--- config.mk ---
export PLATFORM = sky130hd
export DESIGN_NAME = fila_copias
export DESIGN_NICKNAME = d
export VERILOG_FILES = /design/src/rtl/fila_copias.sv
export SDC_FILE = /design/constraint.sdc
export NUM_CORES = 1
export LEC_CHECK = 0
export ABC_CLOCK_PERIOD_IN_PS = 2900
export BUFFER_PORTS_ARGS = -buffer_cell sky130_fd_sc_hd__buf_2
export CORE_ASPECT_RATIO = 1.75
export CORE_UTILIZATION = 25
export DETAILED_ROUTE_END_ITERATION = 8
export PLACE_DENSITY_LB_ADDON = 0.25
export SLEW_MARGIN = 20
export SYNTH_ARGS = -nofsm -noshare
export SYNTH_HDL_FRONTEND = slang
export SYNTH_SLANG_ARGS = --single-unit
--- constraint.sdc ---
create_clock -name clk_2 -period 2.9 [get_ports clk_2]
set_clock_uncertainty 0.15 [all_clocks]
set_input_delay 0.145 -clock clk_2 [delete_from_list [all_inputs] [get_ports clk_2]]
set_output_delay 0.145 -clock clk_2 [all_outputs]
set_load 0.02 [all_outputs]
--- src/rtl/fila_copias.sv ---
// Copy-job queue feeding the copier FSM: switch edges become jobs in a show-ahead FIFO.
// Optional input debouncer enabled by defining FILA_DEBOUNCE_EN.
module fila_copias #(
    parameter int DEPTH      = 4,
    parameter int QBITS      = 2,
    parameter int DEB_CYCLES = 4
) (
    input  logic                         clk_2,
    input  logic                         reset,
    input  logic                         copiar,
    input  logic [QBITS-1:0]             quantidade,
    input  logic                         job_ready,
    output logic                         job_valid,
    output logic [QBITS-1:0]             job_qtd,
    output logic [$clog2(DEPTH+1)-1:0]   pending,
    output logic                         full,
    output logic                         drop
);

    localparam int AW = $clog2(DEPTH);
    localparam int PW = $clog2(DEPTH+1);

    if (DEPTH < 2 || (DEPTH & (DEPTH - 1)) != 0 || DEB_CYCLES < 1) begin : g_bad_param
        $error("fila_copias: DEPTH must be a power of 2 >= 2 and DEB_CYCLES >= 1");
    end

    logic             copiar_lvl;
    logic             copiar_q;
    logic             req;
    logic             push;
    logic             pop;
    logic [AW-1:0]    wr_ptr;
    logic [AW-1:0]    rd_ptr;
    logic [QBITS-1:0] mem [DEPTH];

`ifdef FILA_DEBOUNCE_EN
    localparam int CW = $clog2(DEB_CYCLES + 1);
    logic [CW-1:0] deb_cnt;

    // The filtered level follows copiar only after DEB_CYCLES identical samples in a row.
    always_ff @(posedge clk_2) begin
        if (reset) begin
            copiar_lvl <= 1'b1;
            deb_cnt    <= '0;
        end else if (copiar == copiar_lvl) begin
            deb_cnt <= '0;
        end else if (deb_cnt == CW'(DEB_CYCLES - 1)) begin
            copiar_lvl <= copiar;
            deb_cnt    <= '0;
        end else begin
            deb_cnt <= deb_cnt + CW'(1);
        end
    end
`else
    assign copiar_lvl = copiar;
`endif

    assign full      = (pending == PW'(DEPTH));
    assign job_valid = (pending != '0);
    assign job_qtd   = job_valid ? mem[rd_ptr] : '0;
    assign req       = copiar_lvl & ~copiar_q;
    assign pop       = job_valid & job_ready;
    // A pop frees a slot in this same cycle, so a full queue can still accept.
    assign push      = req & (quantidade != '0) & (~full | pop);

    always_ff @(posedge clk_2) begin
        if (reset) begin
            copiar_q <= 1'b1;
            wr_ptr   <= '0;
            rd_ptr   <= '0;
            pending  <= '0;
            drop     <= 1'b0;
        end else begin
            copiar_q <= copiar_lvl;
            drop     <= req & ((quantidade == '0) | (full & ~pop));
            if (push) begin
                wr_ptr <= wr_ptr + AW'(1);
            end
            if (pop) begin
                rd_ptr <= rd_ptr + AW'(1);
            end
            if (push && !pop) begin
                pending <= pending + PW'(1);
            end else if (pop && !push) begin
                pending <= pending - PW'(1);
            end
        end
    end

    always_ff @(posedge clk_2) begin
        if (push) begin
            mem[wr_ptr] <= quantidade;
        end
    end

endmodule

==> flow_results.xml <==
<?xml version="1.0" encoding="UTF-8"?>
<metrics>
  <group name="outcome">
    <metric name="run_status" unit="">finished clean</metric>
  </group>
  <group name="worst_setup_path">
    <metric name="timing.critical_path.from_type" unit="">flop</metric>
    <metric name="setup.reg_to_reg.worst_slack" unit="ns">0.42</metric>
    <metric name="crit_path_top_delay_cell" unit="">dfxtp_1</metric>
    <metric name="endpoint" unit="">pending[2]</metric>
    <metric name="crit_path_cell_trace" unit="">nor4b_4 -&gt; nor3_4 -&gt; ha_1 -&gt; inv_1 -&gt; fa_1 -&gt; xor2_1 -&gt; or3_1 -&gt; a21oi_1</metric>
    <metric name="regToRegEndpoint" unit="">pending[2]</metric>
    <metric name="slowest_cell_delay_on_critical_path" unit="ns">0.53</metric>
    <metric name="critPathLaunch" unit="">pending[0]</metric>
    <metric name="worstReg2RegStart" unit="">pending[0]</metric>
    <metric name="setup.worst_path.end_class" unit="">flop</metric>
    <metric name="r2r.worst_path.cells" unit="">8</metric>
    <metric name="timing.critical_path.arrival" unit="ns">2.51</metric>
    <metric name="worst-endpoint-required" unit="ns">2.93</metric>
    <metric name="crit_type" unit="">reg2reg</metric>
    <metric name="critical_path.max_fanout" unit="">8</metric>
  </group>
  <group name="timing">
    <metric name="timing.final.crit_period" unit="ns">2.476</metric>
    <metric name="timing.max_slew.rel_slack" unit="">0.7264</metric>
    <metric name="hold_viol_final" unit="">0</metric>
    <metric name="fmaxAchievable" unit="GHz">0.4038</metric>
    <metric name="timing_max_transition_violations_final" unit="">0</metric>
    <metric name="fin_setup_tns" unit="ns">0</metric>
    <metric name="rsz0062_at_grt" unit="">false</metric>
    <metric name="period_share" unit="">0.8539</metric>
    <metric name="setup_viol" unit="">0</metric>
    <metric name="transition_time_of_the_tightest_slew_check_pin" unit="ns">0.4069</metric>
  </group>
  <group name="synth">
    <metric name="ys_top_cells_by_area" unit="">edfxtp_1 (28%), dfxtp_1 (25%), ha_1 (7.2%)</metric>
    <metric name="synth_cell_type_count" unit="">25</metric>
    <metric name="synth.avg_cell_area" unit="µm²">12.92</metric>
    <metric name="synth.yosys.seq_area_share" unit="">0.5318</metric>
    <metric name="synth_area" unit="µm²">865.8</metric>
    <metric name="yosys.area.top_type" unit="">edfxtp_1</metric>
    <metric name="synthesis.nets" unit="">79</metric>
    <metric name="synth_top_area_frac" unit="">0.2775</metric>
    <metric name="syn-instance-count" unit="">67</metric>
    <metric name="synth.yosys.warnings" unit="">0</metric>
    <metric name="ys_ff_latch" unit="">19</metric>
  </group>
  <group name="finish">
    <metric name="number_of_inserted_diodes" unit="">0</metric>
    <metric name="layout.cells.non_filler" unit="">129</metric>
    <metric name="layout-area-overhead-vs-synth" unit="%">21.97</metric>
    <metric name="final_net_count" unit="">99</metric>
    <metric name="mostFrequentLayoutCell" unit="">buf_2</metric>
    <metric name="layout_common_cells" unit="">buf_2 (13), dfxtp_1 (11), nor2_1 (9)</metric>
    <metric name="layout-drive-gt1-share" unit="">0.3023</metric>
    <metric name="final_core_utilization" unit="">0.3290</metric>
    <metric name="layout.filler_cells" unit="">351</metric>
  </group>
  <group name="placement">
    <metric name="place_congestion" unit="">0.6883</metric>
    <metric name="dpl.cell_count" unit="">122</metric>
    <metric name="port-buffer-count" unit="">13</metric>
    <metric name="post-dp-hpwl" unit="µm">1143</metric>
  </group>
  <group name="floorplan">
    <metric name="top_level_ports" unit="">14</metric>
    <metric name="cell_row_count" unit="">27</metric>
    <metric name="initial_core_util" unit="">0.2698</metric>
    <metric name="die-height" unit="µm">79.85</metric>
    <metric name="fp.dieW" unit="µm">46.49</metric>
    <metric name="core" unit="µm²">3209</metric>
    <metric name="die-area" unit="µm²">3712</metric>
  </group>
  <group name="clock_network">
    <metric name="cts-root-buf" unit="">clkbuf_8</metric>
    <metric name="cts.repair.resized" unit="">0</metric>
    <metric name="clock_latency" unit="ns">0.25</metric>
    <metric name="ctsLongestPathBuffers" unit="">2</metric>
    <metric name="clock_tree_from_tritoncts" unit="">done</metric>
    <metric name="clock_slew_seen_by_the_registers_of_the_worst_setup_and_hold_paths" unit="ns">0.07</metric>
    <metric name="cts-htree-levels" unit="">1</metric>
    <metric name="number_of_buffers_created_by_cts" unit="">3</metric>
    <metric name="cts_post_setup_buffers_inserted" unit="">0</metric>
    <metric name="clock_sink_count" unit="">19</metric>
  </group>
  <group name="pwr">
    <metric name="power_per_cell_area" unit="nW/µm²">804.3</metric>
    <metric name="vdd_drop_max" unit="µV">319.6</metric>
    <metric name="clock_power_share" unit="">0.210</metric>
    <metric name="part_of_the_power_in_registers" unit="">0.430</metric>
    <metric name="net-switching-power" unit="µW">303.4</metric>
    <metric name="internal_power" unit="µW">546.0</metric>
    <metric name="power.static_leakage" unit="nW">0.4151</metric>
    <metric name="p_sw_frac" unit="">0.3572</metric>
    <metric name="power.share.combinational" unit="">0.360</metric>
  </group>
  <group name="global_routing">
    <metric name="grt_antenna_before_repair" unit="">0</metric>
    <metric name="grt_pass1_wl" unit="µm">2470</metric>
    <metric name="grt_usage" unit="">0.09555</metric>
    <metric name="grt_start_max_net_pins" unit="">13</metric>
    <metric name="first_global_vias" unit="">564</metric>
    <metric name="grt_remaining_overflow" unit="">0</metric>
  </group>
  <group name="drt">
    <metric name="route.vias.total" unit="">531</metric>
    <metric name="routed_wl" unit="µm">1449</metric>
    <metric name="drt_first_pass_iters" unit="">2</metric>
    <metric name="vias_per_cell" unit="">4.116</metric>
    <metric name="drt_first_iter_violations" unit="">4</metric>
    <metric name="final_ant_viol_nets" unit="">0</metric>
    <metric name="wl_per_cell" unit="µm">11.23</metric>
    <metric name="drt_drc_violations_left" unit="">0</metric>
  </group>
  <group name="hold_path">
    <metric name="hp-start" unit="">reset</metric>
    <metric name="hold_path.class" unit="">in2reg</metric>
  </group>
  <group name="flow_run">
    <metric name="cap_viol_max_count" unit="">0</metric>
  </group>
</metrics>
## power by group through the flow
stage / combinational, mW / sequential (mW) / clock [mW]
2_1_floorplan: 0.199 / 0.386 / 0
3_3_place_gp: 0.305 / 0.372 / 0
3_5_place_dp: 0.307 / 0.374 / 0
4_1_cts: 0.312 / 0.368 / 0.184
5_1_grt: 0.336 / 0.376 / 0.200
6_report: 0.306 / 0.365 / 0.179
## how the worst min path moves through the flow
stage | endpoint | slack (ns) | cells past startpoint
floorplan | mem[0][0] | 0.09 | 0
global placement | copiar_q | 0.20 | 2
detailed placement | copiar_q | 0.21 | 2
CTS | rd_ptr[0] | 0.07 | 2
global route | pending[2] | 0.08 | 2
finish | rd_ptr[0] | 0.06 | 2
## kinds of logic after synthesis
family / Yosys count / synth area share
muxes: 5 / 0.09248
buffers and inverters: 4 / 0.01734
and+or+nand+nor: 25 / 0.1922
xor gates and xnor gates: 4 / 0.04046
DFF: 19 / 0.5318
adders and majority gates: 6 / 0.09538
AOI/OAI and AO/OA: 4 / 0.03034
## per-layer routing
metal  share of wire  global-route usage  routed length [µm]
met2            0.55              0.1653                 803
met4           0.028             0.07941                  41
met1            0.40             0.09524                 573
met3           0.021            0.006787                  30
met5               0                   0                   0
## metrics by stage
stage                     hold WS (ns)  cell area [µm²]  power (mW)  worst slack [ns]
final                          0.05965             1056      0.8494            0.4238
after global routing           0.07671             1056      0.9110            0.2776
after CTS                      0.06700             1056      0.8636            0.3939
after detailed placement        0.2066            980.9      0.6803            0.4215
after global placement          0.2029            980.9      0.6773            0.4592
after floorplan                0.09387            865.8      0.5844            0.4863
## layout make-up
cell class                 count  area (µm²)  share of cell area
timing repair buffer          16       95.09             0.09005
sequential                    19       460.4              0.4360
clock buffer                   4       45.04             0.04265
inverter                       3       11.26             0.01066
multi-input combinational     44       390.4              0.3697
tap                           43       53.80             0.05095
## critical path: cells and delay by family, from the launching register on
family	cells	cell delay, ns
compound gates	1	0.14
simple gates	3	0.74
buf+inv	1	0.06
fa+ha+maj	2	0.63
xor+xnor	1	0.16
flops	1	0.53
## cells in the mapped netlist, drive strengths merged
cell type  count
dfxtp         11
nor2           9
edfxtp         8
and2           6
ha             5
xor2           4
inv            3
nand2b         3
mux2i          2
mux4           2
nor3           2
or3            2
a21oi          1
clkbuf         1
fa             1
mux2           1
nor3b          1
nor4b          1
o21ai          1
o311ai         1
o31ai          1
or2            1
## timing repair
| item | 4_1_cts | 5_1_grt |
|---|---|---|
| endpoints found under the hold margin | 9 | 0 |
| hold buffers | 3 | 0 |
| endpoints found under the setup margin | 0 | 0 |
No activity file was read; power rests on OpenSTA's default activity.
